<file path="config.mk">
export PLATFORM = sky130hd
export DESIGN_NAME = uart_host_resp_tx
export DESIGN_NICKNAME = d
export VERILOG_FILES = /design/src/rtl/uart_host_pkg.sv /design/src/rtl/uart_host_resp_tx.sv
export SDC_FILE = /design/constraint.sdc
export NUM_CORES = 1
export LEC_CHECK = 0
export CAP_MARGIN = 20
export CORE_ASPECT_RATIO = 2
export CORE_MARGIN = 2
export CORE_UTILIZATION = 58
export CTS_CLUSTER_SIZE = 12
export DETAILED_ROUTE_END_ITERATION = 8
export PLACE_DENSITY = 0.82
export SETUP_SLACK_MARGIN = 0.02
export SLEW_MARGIN = 30
export SYNTH_ARGS = -nofsm -noshare
export SYNTH_HDL_FRONTEND = slang
export SYNTH_SLANG_ARGS = --single-unit
</file>
<file path="constraint.sdc">
create_clock -name clk_i -period 3.35 [get_ports clk_i]
set_input_delay 0.5025 -clock clk_i [delete_from_list [all_inputs] [get_ports clk_i]]
set_output_delay 0.5025 -clock clk_i [all_outputs]
set_load 0.02 [all_outputs]
</file>
<file path="src/rtl/uart_host_pkg.sv">
// Shared types and constants for the UART debug-host response path.
package uart_host_pkg;

    typedef enum logic [1:0] {
        StIdle,
        StStatus,
        StData,
        StChk
    } resp_state_e;

    localparam logic [3:0]  RespStatusTag = 4'hA;
    localparam int unsigned RespLenRead   = 6;
    localparam int unsigned RespLenShort  = 1;

    function automatic logic [7:0] pack_status(input logic [3:0] tag,
                                               input logic       intg_err,
                                               input logic       err,
                                               input logic       we);
        return {tag, 1'b0, intg_err, err, we};
    endfunction

endpackage

</file>
<file path="src/rtl/uart_host_resp_tx.sv">
// Encodes completed bus responses as UART TX byte frames:
// status [, d0..d3 LSB first, XOR checksum].
module uart_host_resp_tx
    import uart_host_pkg::*;
#(
    parameter logic [3:0] StatusTag = RespStatusTag
) (
    input  logic        clk_i,
    input  logic        rst_i,
    input  logic        rsp_valid_i,
    input  logic        rsp_we_i,
    input  logic [31:0] rsp_rdata_i,
    input  logic        rsp_err_i,
    input  logic        rsp_intg_err_i,
    output logic        tx_valid_o,
    output logic [7:0]  tx_data_o,
    input  logic        tx_ready_i,
    output logic        busy_o,
    output logic        overrun_o,
    input  logic        clr_overrun_i
);

    resp_state_e state_q, state_d;
    logic [1:0]  idx_q, idx_d;
    logic [7:0]  chk_q, chk_d;
    logic [31:0] rdata_q, rdata_d;
    logic        full_q, full_d;
    logic        tx_valid_q, tx_valid_d;
    logic [7:0]  tx_data_q, tx_data_d;
    logic        overrun_q, overrun_d;

    logic        hs;
    logic [1:0]  idx_inc;
    logic [7:0]  cur_byte;
    logic [7:0]  nxt_byte;
    logic [7:0]  status_byte;

    assign hs          = tx_valid_q & tx_ready_i;
    assign idx_inc     = idx_q + 2'd1;
    assign cur_byte    = rdata_q[{idx_q, 3'b000} +: 8];
    assign nxt_byte    = rdata_q[{idx_inc, 3'b000} +: 8];
    assign status_byte = pack_status(StatusTag, rsp_intg_err_i, rsp_err_i, rsp_we_i);

    always_comb begin
        state_d    = state_q;
        idx_d      = idx_q;
        chk_d      = chk_q;
        rdata_d    = rdata_q;
        full_d     = full_q;
        tx_valid_d = tx_valid_q;
        tx_data_d  = tx_data_q;
        overrun_d  = overrun_q;

        unique case (state_q)
            StIdle: begin
                if (rsp_valid_i) begin
                    state_d    = StStatus;
                    rdata_d    = rsp_rdata_i;
                    full_d     = ~rsp_we_i & ~rsp_err_i & ~rsp_intg_err_i;
                    chk_d      = status_byte;
                    tx_valid_d = 1'b1;
                    tx_data_d  = status_byte;
                end
            end
            StStatus: begin
                if (hs) begin
                    if (full_q) begin
                        state_d   = StData;
                        idx_d     = 2'd0;
                        tx_data_d = rdata_q[7:0];
                    end else begin
                        state_d    = StIdle;
                        tx_valid_d = 1'b0;
                    end
                end
            end
            StData: begin
                if (hs) begin
                    chk_d = chk_q ^ cur_byte;
                    if (idx_q == 2'd3) begin
                        state_d   = StChk;
                        tx_data_d = chk_q ^ cur_byte;
                    end else begin
                        idx_d     = idx_inc;
                        tx_data_d = nxt_byte;
                    end
                end
            end
            StChk: begin
                if (hs) begin
                    state_d    = StIdle;
                    tx_valid_d = 1'b0;
                end
            end
        endcase

        // A set in the same cycle as a clear must win.
        if (clr_overrun_i) begin
            overrun_d = 1'b0;
        end
        if (rsp_valid_i && (state_q != StIdle)) begin
            overrun_d = 1'b1;
        end
    end

    always_ff @(posedge clk_i) begin
        if (rst_i) begin
            state_q    <= StIdle;
            idx_q      <= 2'd0;
            chk_q      <= 8'h00;
            rdata_q    <= 32'h0;
            full_q     <= 1'b0;
            tx_valid_q <= 1'b0;
            tx_data_q  <= 8'h00;
            overrun_q  <= 1'b0;
        end else begin
            state_q    <= state_d;
            idx_q      <= idx_d;
            chk_q      <= chk_d;
            rdata_q    <= rdata_d;
            full_q     <= full_d;
            tx_valid_q <= tx_valid_d;
            tx_data_q  <= tx_data_d;
            overrun_q  <= overrun_d;
        end
    end

    assign tx_valid_o = tx_valid_q;
    assign tx_data_o  = tx_data_q;
    assign busy_o     = (state_q != StIdle);
    assign overrun_o  = overrun_q;

endmodule

</file>
==> reports/metrics.cfg, run 1 <==
[outcome]
status=finished clean

[route]
avgViaCountPerCell=6.25
drt_iter0_markers=161
drc=0
routedWlPerCell_um=17.6
routed_wl_um=8060
ant_nets=0
dr.pass1.iters=4
via_count=2867

[timing]
whs_ns=0.485
setup_tns_ns=0
rsz0062_at_grt=false
report.final.slew_viol_count=0
setup_viol=0
clock-skew-final_ns=0.00735
fmax_mhz=385
slew_headroom_pct=46.0
fin_crit_sh_pct=77.5
timing.final.ws_setup_ns=0.755
hold_viol=0
worstMarginPinSlew_ns=0.809
min_period_ns=2.59

[setup_path]
cp-end-kind=flop
rr_startpoint=idx_q[1]
startpoint_type=flop
critPathMaxFanout=19
rrSetupSlack_ns=0.76
crit_type=reg -> reg
rr_endpoint=tx_data_o[1]
cp_data_required_time_ns=3.57
reg2regPathDepth=5
worstPathArrival_ns=2.82

[synth]
yosysTopAreaCellShare_pct=34.9
synth_area_um2=3160
synthMostInstantiatedCell=nand2_1
yosys-top-cells-area=dfxtp_1 (35%), mux2i_1 (11%), nand2_1 (8.8%)
syn-num-nets=409
yosysSeqAreaShare_pct=34.9
yosysWarnings=0
yosysTopAreaCell=dfxtp_1
synth_edf_count=0
avgSynthCellArea_um2=8.70
async_flop_share_pct=0
synthFlopType=dfxtp_1
ys_types=54
syn_inst=363
ys_top_cells_by_count=nand2_1 (74), dfxtp_1 (55), a21oi_1 (41)
synth-seq-cells=55

[floorplanning]
die_area_um2=6090
boundaryPins=51
rows=38
core_area_um2=5330
die_height_um=108
die_w_um=56.2
initial_utilization_pct=59.3

[clock_network]
clock-root-buffer=clkbuf_8
clock_latency_ns=0.31
clk_path_buf_depth=2
cts_tree=done
cts_hold_buf=0
cts_setup_buffers=0
clk_pin_slew_ns=0.10
cts_resized=0
htree_levels=2
cts.sink_count=55
cts_buffers=5

[cells_and_area]
final_cell_count_no_fill=459
nets=444
diodes=0
stdcell_area_um2=3720
area_growth_pct=17.9
layout-drive-gt1-share_pct=5.76

[place]
dpl_cell_area_um2=3630
dpl_worst_slack_ns=0.691
gp_congestion=0.850
port_buffers=50
placed_cells=451
place_hpwl_um=6000

[power_and_ir_drop]
leakage_nw=1.30
powerDensity_nw_per_um2=414
peakVddDrop_uv=413

[global_route]
antenna_found_initial=0
track_usage_pct=26.4
grt_start_max_net_pins=33
grt_pass1_vias=2738
grt_first_pass_wirelength_um=12600
overflow=0

[min_path]
hold_path_end=rdata_q[22]
hold_depth=2
hold_class=reg -> reg
hold_path_startpoint=rdata_q[22]

[job]
max_cap_viol_count=0

==> critical path, cell delays in order, from the launching register on <==
cell	delay, ns
dfxtp_1	0.80
ha_1	0.58
and2_1	0.31
nor2b_1	0.31
a221oi_1	0.21
o41ai_2	0.29
==> final cells by class <==
cell class	count	area, um2
well taps	60	75.1
inverters	6	22.5
fillers	448	1600
flip-flops and latches	55	1100
repair buffers	55	533
multi-input cells	275	1900
clock buffers	6	72.6
clock inverters	2	16.3
==> cells in the final DEF (no fill, tap or decap), types with 4 or more instances in the layout <==
cell type | synthesis | final
a21oi_1 | 41 | 41
buf_4 | 2 | 5
clkbuf_8 | 0 | 5
clkdlybuf4s50_1 | 0 | 49
dfxtp_1 | 55 | 55
ha_1 | 6 | 5
inv_1 | 6 | 6
mux2i_1 | 34 | 34
nand2_1 | 74 | 74
nand3_1 | 6 | 6
nand3b_1 | 4 | 4
nand4b_1 | 4 | 4
nor2_1 | 10 | 10
nor2b_1 | 9 | 9
xnor2_1 | 7 | 7
xor2_1 | 4 | 4
==> sequential cells by signal (all words and copies together) (netlist names), named ones only <==
register	flops
chk_q	8
full_q	1
idx_q	2
overrun_o	1
rdata_q	32
state_q	1
tx_data_o	8
tx_valid_o	1
==> worst max path at each step <==
stage / cells past startpoint / slack [ns] / start / endpoint
2_1_floorplan: 7 / 1.44 / state_q[0] / tx_data_o[7]
3_3_place_gp: 6 / 0.88 / state_q[0] / tx_data_o[6]
3_5_place_dp: 6 / 0.69 / state_q[0] / tx_data_o[6]
4_1_cts: 6 / 0.64 / state_q[0] / tx_data_o[6]
5_1_grt: 5 / 0.63 / idx_q[1] / tx_data_o[1]
6_report: 5 / 0.76 / idx_q[1] / tx_data_o[1]
==> logic make-up after synthesis <==
| logic type | count (synthesis) | share of synthesized area [%] |
|---|---|---|
| flip-flops | 55 | 34.9 |
| buffers and inverters | 33 | 4.99 |
| AND/OR/NAND/NOR | 134 | 21.3 |
| XOR/XNOR | 11 | 3.05 |
| adder cells (fa/ha/maj) | 6 | 2.38 |
| multiplexers | 39 | 14.2 |
| AO/OA/AOI/OAI | 85 | 19.2 |
==> through the flow <==
stage               utilization [%]  total power (W)
floorplan                         -          0.00104
global placement               68.2          0.00116
detailed placement             68.2          0.00118
CTS                            69.9          0.00154
global route                   69.9          0.00161
finish                         69.9          0.00154
==> routing by layer <==
| metal | wire [um] | part of all wire (%) | GRT usage [%] |
|---|---|---|---|
| met5 | 0 | 0 | 0 |
| met1 | 2910 | 36 | 27.9 |
| met3 | 283 | 3.5 | 2.75 |
| met4 | 280 | 3.5 | 12.4 |
| met2 | 4590 | 57 | 50.8 |
==> where the power goes <==
group          internal (W)  switching, W
registers          0.000710     0.0000568
clock network      0.000151      0.000217
logic              0.000191      0.000217
(Power assumes the default switching activity.)
==> run 2, diff against run 1 <==
Settings changed: CORE_UTILIZATION 58 to 49, PLACE_DENSITY 0.82 to 0.73.
Clock period 3.35 ns to 2.2 ns, I/O delays scaled along.
==> reports/metrics.cfg, run 2 (same netlist as run 1, synthesis figures left out) <==
[timing]
setup_viol=0
rsz0062_at_grt=false
report.final.slew_viol_count=0
hold_viol=0
fin_crit_sh_pct=96.7
min_period_ns=2.13
whs_ns=0.283
worstMarginPinSlew_ns=0.615
clock-skew-final_ns=0.00636
slew_headroom_pct=58.4
setup_tns_ns=0
fmax_mhz=470

[floorplanning]
rows=41
core_area_um2=6260
die_height_um=118
die_w_um=60.8
initial_utilization_pct=50.5
die_area_um2=7140
boundaryPins=51

[cells_and_area]
largest_register_ffs=32
final_cell_mix=nand2_1 (74), dfxtp_1 (54), clkdlybuf4s50_1 (48), a21oi_1 (41), mux2i_1 (34)
layout-drive-gt1-share_pct=9.66
nets=460
fillCellCount=572
stdcell_area_um2=3960
area_growth_pct=25.3
diodes=0
final_common_cell=nand2_1
largest-register=rdata_q

[place]
place_hpwl_um=5830
dpl_cell_area_um2=3810
port_buffers=50
gp_congestion=0.852

[clock_network]
clk_path_buf_depth=2
cts_setup_buffers=0
clk_pin_slew_ns=0.07
cts_buffers=5
cts_tree=done
clock-root-buffer=clkbuf_16
clock_latency_ns=0.30
cts.sink_count=55
htree_levels=2

[power_and_ir_drop]
p_sw_w=0.000751
pwr-share-clk_pct=30.4
leakage_nw=1.43
powerDensity_nw_per_um2=656
switching_share_pct=28.9
peakVddDrop_uv=634
p_int_w=0.00184
seq_power_share_pct=44.6
power_frac_comb_pct=24.9

[setup_path]
reg2regPathDepth=8
critPathMaxFanout=11
rrSetupSlack_ns=0.07
cp_data_required_time_ns=2.37
cp-end-kind=flop
rr_endpoint=tx_data_o[7]
crit_type=reg -> reg
worstPathArrival_ns=2.30
startpoint_type=flop
endpoint=tx_data_o[7]

[route]
via_count=2815
drc=0
routed_wl_um=7520
avgViaCountPerCell=5.63
dr.pass1.iters=4
drt_iter0_markers=109
routedWlPerCell_um=15.0
ant_nets=0

[global_route]
grt_pass1_vias=2754
antenna_found_initial=0
grt_first_pass_wirelength_um=12600
met2_usage_pct=38.8
use_met1_pct=25.7
grt_start_max_net_pins=35
grtUsageMet3_pct=5.16
track_usage_pct=22.8
busiest_layer=met2
overflow=0

[min_path]
hold_path_startpoint=rst_i
hold_class=in -> reg

[job]
max_cap_viol_count=0

[outcome]
status=finished clean

[run 2: how the worst min path moves through the flow]
| stage | to | slack [ns] | depth (start not counted) |
|---|---|---|---|
| finish | overrun_o | 0.28 | 2 |
| global route | overrun_o | 0.31 | 2 |
| CTS | overrun_o | 0.29 | 2 |
| detailed placement | rdata_q[31] | 0.46 | 2 |
| global placement | rdata_q[23] | 0.45 | 2 |
| floorplan | rdata_q[21] | 0.44 | 2 |
[run 2: layout make-up]
type / count / area [um2] / area share [%]
Tap cell: 86 / 108 / 2.72
Sequential cell: 55 / 1100 / 27.8
Timing Repair Buffer: 71 / 677 / 17.1
Multi-Input combinational cell: 275 / 1910 / 48.2
Clock buffer: 6 / 139 / 3.51
Clock inverter: 1 / 5.00 / 0.126
Inverter: 6 / 22.5 / 0.569
[run 2: metrics by stage]
stage	utilization [%]	total power [W]	std cells	worst slack [ns]
6_report	63.3	0.00260	500	0.0731
5_1_grt	63.3	0.00273	500	0.0469
4_1_cts	63.2	0.00261	500	0.0960
3_5_place_dp	60.9	0.00183	493	0.124
3_3_place_gp	60.9	0.00181	493	0.156
2_1_floorplan	-	0.00158	363	0.290
[run 2: repair_timing]
action	CTS	global route
endpoints found under the hold margin	0	0
hold buffers	0	0
gates resized for setup	1	2
setup endpoints to repair	1	9
[run 2: power groups by stage]
| stage | combinational, W | clock, W | sequential (W) |
|---|---|---|---|
| finish | 0.000648 | 0.000789 | 0.00116 |
| global route | 0.000711 | 0.000844 | 0.00117 |
| CTS | 0.000650 | 0.000807 | 0.00116 |
| detailed placement | 0.000651 | 0 | 0.00118 |
| global placement | 0.000638 | 0 | 0.00117 |
| floorplan | 0.000392 | 0 | 0.00119 |
[run 2: per-layer routing]
layer	share of wire, %	vias to the layer above
li1	-	1415
met5	0	-
met3	3.1	16
met2	54	58
met4	3.3	0
met1	39	1326
[run 2: critical path, cell delays in order, from the launching register on]
cell and delay, ns:
dfxtp_1 0.36, inv_1 0.10, ha_1 0.22, buf_4 0.19, nor2b_1 0.17, nor4b_1 0.53, buf_4 0.22, o21a_1 0.12
a311oi_2 0.09
